===== src/rtl/alu_control_unit.sv =====
// RV32I ALU control decoder: maps ALUOp and {inst[30], funct3} to a registered
// ALU operation select and an illegal-encoding flag.
module alu_control_unit (
  input  logic       clk,
  input  logic       rst,
  input  logic [1:0] ALUOp,
  input  logic [3:0] Inst,
  output logic [3:0] ALUSel,
  output logic       illegal
);

  localparam int unsigned SEL_W = 4;

  localparam logic [SEL_W-1:0] SEL_ADD  = 4'b0000;
  localparam logic [SEL_W-1:0] SEL_SUB  = 4'b0001;
  localparam logic [SEL_W-1:0] SEL_OR   = 4'b0100;
  localparam logic [SEL_W-1:0] SEL_AND  = 4'b0101;
  localparam logic [SEL_W-1:0] SEL_XOR  = 4'b0111;
  localparam logic [SEL_W-1:0] SEL_SRL  = 4'b1000;
  localparam logic [SEL_W-1:0] SEL_SLL  = 4'b1001;
  localparam logic [SEL_W-1:0] SEL_SRA  = 4'b1010;
  localparam logic [SEL_W-1:0] SEL_SLT  = 4'b1101;
  localparam logic [SEL_W-1:0] SEL_SLTU = 4'b1111;

  localparam logic [1:0] OP_MEM    = 2'b00;
  localparam logic [1:0] OP_BRANCH = 2'b01;
  localparam logic [1:0] OP_RTYPE  = 2'b10;
  localparam logic [1:0] OP_ITYPE  = 2'b11;

  logic             alt;
  logic [2:0]       funct3;
  logic [SEL_W-1:0] sel_c;
  logic             illegal_c;

  assign alt    = Inst[3];
  assign funct3 = Inst[2:0];

  // Combinational decode; inst[30] selects SUB/SRA in R-type, only SRA in I-type
  always_comb begin
    sel_c     = SEL_ADD;
    illegal_c = 1'b0;
    case (ALUOp)
      OP_MEM:    sel_c = SEL_ADD;
      OP_BRANCH: sel_c = SEL_SUB;
      OP_RTYPE: begin
        case (funct3)
          3'b000:  sel_c = alt ? SEL_SUB : SEL_ADD;
          3'b001:  sel_c = SEL_SLL;
          3'b010:  sel_c = SEL_SLT;
          3'b011:  sel_c = SEL_SLTU;
          3'b100:  sel_c = SEL_XOR;
          3'b101:  sel_c = alt ? SEL_SRA : SEL_SRL;
          3'b110:  sel_c = SEL_OR;
          3'b111:  sel_c = SEL_AND;
          default: sel_c = SEL_ADD;
        endcase
        illegal_c = alt && (funct3 != 3'b000) && (funct3 != 3'b101);
      end
      OP_ITYPE: begin
        case (funct3)
          3'b000:  sel_c = SEL_ADD;
          3'b001:  sel_c = SEL_SLL;
          3'b010:  sel_c = SEL_SLT;
          3'b011:  sel_c = SEL_SLTU;
          3'b100:  sel_c = SEL_XOR;
          3'b101:  sel_c = alt ? SEL_SRA : SEL_SRL;
          3'b110:  sel_c = SEL_OR;
          3'b111:  sel_c = SEL_AND;
          default: sel_c = SEL_ADD;
        endcase
        // Elsewhere inst[30] is immediate data; only a shift-left shamt must keep it clear
        illegal_c = alt && (funct3 == 3'b001);
      end
      default: begin
        sel_c     = SEL_ADD;
        illegal_c = 1'b0;
      end
    endcase
  end

  always_ff @(posedge clk or posedge rst) begin
    if (rst) begin
      ALUSel  <= SEL_ADD;
      illegal <= 1'b0;
    end else begin
      ALUSel  <= sel_c;
      illegal <= illegal_c;
    end
  end

endmodule


===== config.mk =====
export PLATFORM = sky130hd
export DESIGN_NAME = alu_control_unit
export DESIGN_NICKNAME = d
export VERILOG_FILES = /design/src/rtl/alu_control_unit.sv
export SDC_FILE = /design/constraint.sdc
export NUM_CORES = 1
export LEC_CHECK = 0
export ABC_AREA = 1
export ABC_CLOCK_PERIOD_IN_PS = 800
export CAP_MARGIN = 20
export CORE_AREA = 8 8 45 47
export CTS_CLUSTER_SIZE = 10
export DETAILED_ROUTE_END_ITERATION = 8
export DIE_AREA = 0 0 53 55
export DONT_BUFFER_PORTS = 1
export MAX_ROUTING_LAYER = met4
export SYNTH_ARGS = -nofsm -noshare
export SYNTH_HDL_FRONTEND = slang
export SYNTH_SLANG_ARGS = --single-unit

===== constraint.sdc =====
create_clock -name clk -period 0.8 [get_ports clk]
set_clock_uncertainty 0.2 [all_clocks]
set_input_delay 0.12 -clock clk [delete_from_list [all_inputs] [get_ports clk]]
set_output_delay 0.12 -clock clk [all_outputs]
set_load 0.01 [all_outputs]

==> qor.yml <==
die_h_um: 55
first_pass_iters: 4
cts_num_sinks: 5
yosysMostFrequentCell: "nand2_1"
synth_common_cells: "nand2_1, dfrtp_1, inv_1, nand3_1, nor2_1"
cp-end-kind: "output pin"
cts-root-buf: "clkbuf_4"
grt_max_degree: 6
h-tree-depth: 1
failed_checks: "negative hold slack, negative setup slack"
port_buffers: 0
grtUsageTotal_pct: 5.98
gp_congestion: 0.674
synth_cell_types: 11
post-route-util_pct: 24.9
cellLeakagePower_uw: 0.000188
cts_made_buffers: 3
setup_viol: 5
hp-class: "in -> reg"
coreArea_um2: 1380
ys.flop_type: "dfrtp_1"
final.fill_count: 150
ant_nets: 0
rows: 14
post_cts_resized: 0
p_per_area_nw_per_um2: 1890
syn_area_um2: 273
dp_slack_ns: -0.0130
ys_ff_latch: 5
vias: 245
die_area_um2: 2920
outcome: "complete, but fails checks"
wirelength_um: 640
dpl_cell_area_um2: 308
finalCritPeriodShare_pct: 120
synth-edff-count: 0
slew_viol_final: 0
chipWidth_um: 53
fmax_ghz: 1.04
cp_data_arrival_time_ns: 0.64
synth_nets: 46
synth_top_cell_by_area: "dfrtp_1"
worstPathRequired_ns: 0.48
synthCells: 38
rsz0062_at_grt: "yes"
design_area_um2: 344
synth_area_per_cell_um2: 7.18
drive_above_1_share_pct: 26.7
antennaDiodeCount: 0
grt_first_pass_wirelength_um: 1070
ctsHoldBuffers: 1
irDropWorstVdd_mv: 0.295
grt_pass1_vias: 257
critPathMaxFanout: 1
start_util_pct: 19.7
hold_viol_final: 5
startpoint_type: "register"
yosys_warnings: 0
layout_setup_ws_ns: -0.157
drv_cap: 0
synth.area.top_cells: "dfrtp_1, nand2_1, nand3_1"
min_period_ns: 0.957
clock_path_buffers: 2
post_cts_buffers: 0
tightest_slew_ns: 0.191
netlist.area_leader.share_pct: 45.9
yosysSeqAreaShare_pct: 45.9
synthArstFlopShare_pct: 100
hold_slack_ns: -0.193
wl_per_cell_um: 10.5
nNetsFinal: 54
relSlewSlack_pct: 87.2
drt_iter0_markers: 3
via_per_inst: 4.02
post-dp-hpwl_um: 564
finalPower_uw: 652
antenna_found_initial: 0
drc_errors: 0
criticalPathCategory: "reg -> out"
areaGrowthSynthToFinish_pct: 26.1
overflow: 0
tritoncts: "done"
cts.reportedPaths.clkPinSlew_ns: 0.04
io_pins: 13
-- cell families after synthesis --
logic type	synth area share, %
buffers and inverters	8.26
AO/OA/AOI/OAI	8.26
AND/OR/NAND/NOR	37.6
flip-flops	45.9
-- cell type report --
type | instances | area, µm² | area share [%]
clock buffers | 4 | 26.3 | 7.64
inverters | 6 | 22.5 | 6.55
multi-input cells | 27 | 125 | 36.4
flip-flops and latches | 5 | 125 | 36.4
well taps | 16 | 20.0 | 5.82
repair buffers | 3 | 25.0 | 7.27
-- sequential cells by signal (all words and copies together) (netlist names) --
register	count
ALUSel	4
illegal	1
-- metal layers --
layer	wire, µm	share of wire (%)	global-route usage (%)	vias to the layer above
met3	104	16	4.01	2
met1	236	37	4.57	100
met2	278	43	7.23	13
li1	-	-	-	130
met4	21	3.3	10.3	0
met5	0	0	-	-
-- through the flow --
stage	instances	TNS [ns]
finish	61	-0.773
global route	61	-0.910
CTS	61	-0.862
detailed placement	56	-0.0130
global placement	56	-0.0355
floorplan	38	0
-- power by group --
group | total (µW) | leakage [µW] | switching, µW | internal (µW)
clock network | 285 | 0.0000150 | 96.7 | 188
logic | 78.0 | 0.000109 | 44.3 | 33.8
registers | 289 | 0.0000636 | 16.7 | 272
-- placed cells by master (no fill, tap or decap), types with 2 or more instances in the layout --
master / netlist / routed
nand3_1: 4 / 4
inv_1: 4 / 4
nor2_2: 2 / 2
buf_4: 0 / 2
inv_2: 2 / 2
dfrtp_1: 5 / 5
nor2_1: 3 / 3
clkbuf_4: 0 / 3
nand2_1: 14 / 14
-- timing repair --
| item | CTS | global route |
|---|---|---|
| cloned | 0 | 0 |
| setup endpoints to repair | 5 | 5 |
| pin swaps | 0 | 0 |
| endpoints found under the hold margin | 10 | 5 |
-- final timing paths --
check	cells past startpoint	slack, ns	start	to
setup / recovery	0	-0.16	ALUSel[2]	ALUSel[2]
hold / removal	2	-0.19	ALUOp[1]	ALUSel[2]
max in group asynchronous	2	0.21	rst	ALUSel[1]
min in group asynchronous	2	0.02	rst	ALUSel[0]
Power figures use the tool's default switching activity.
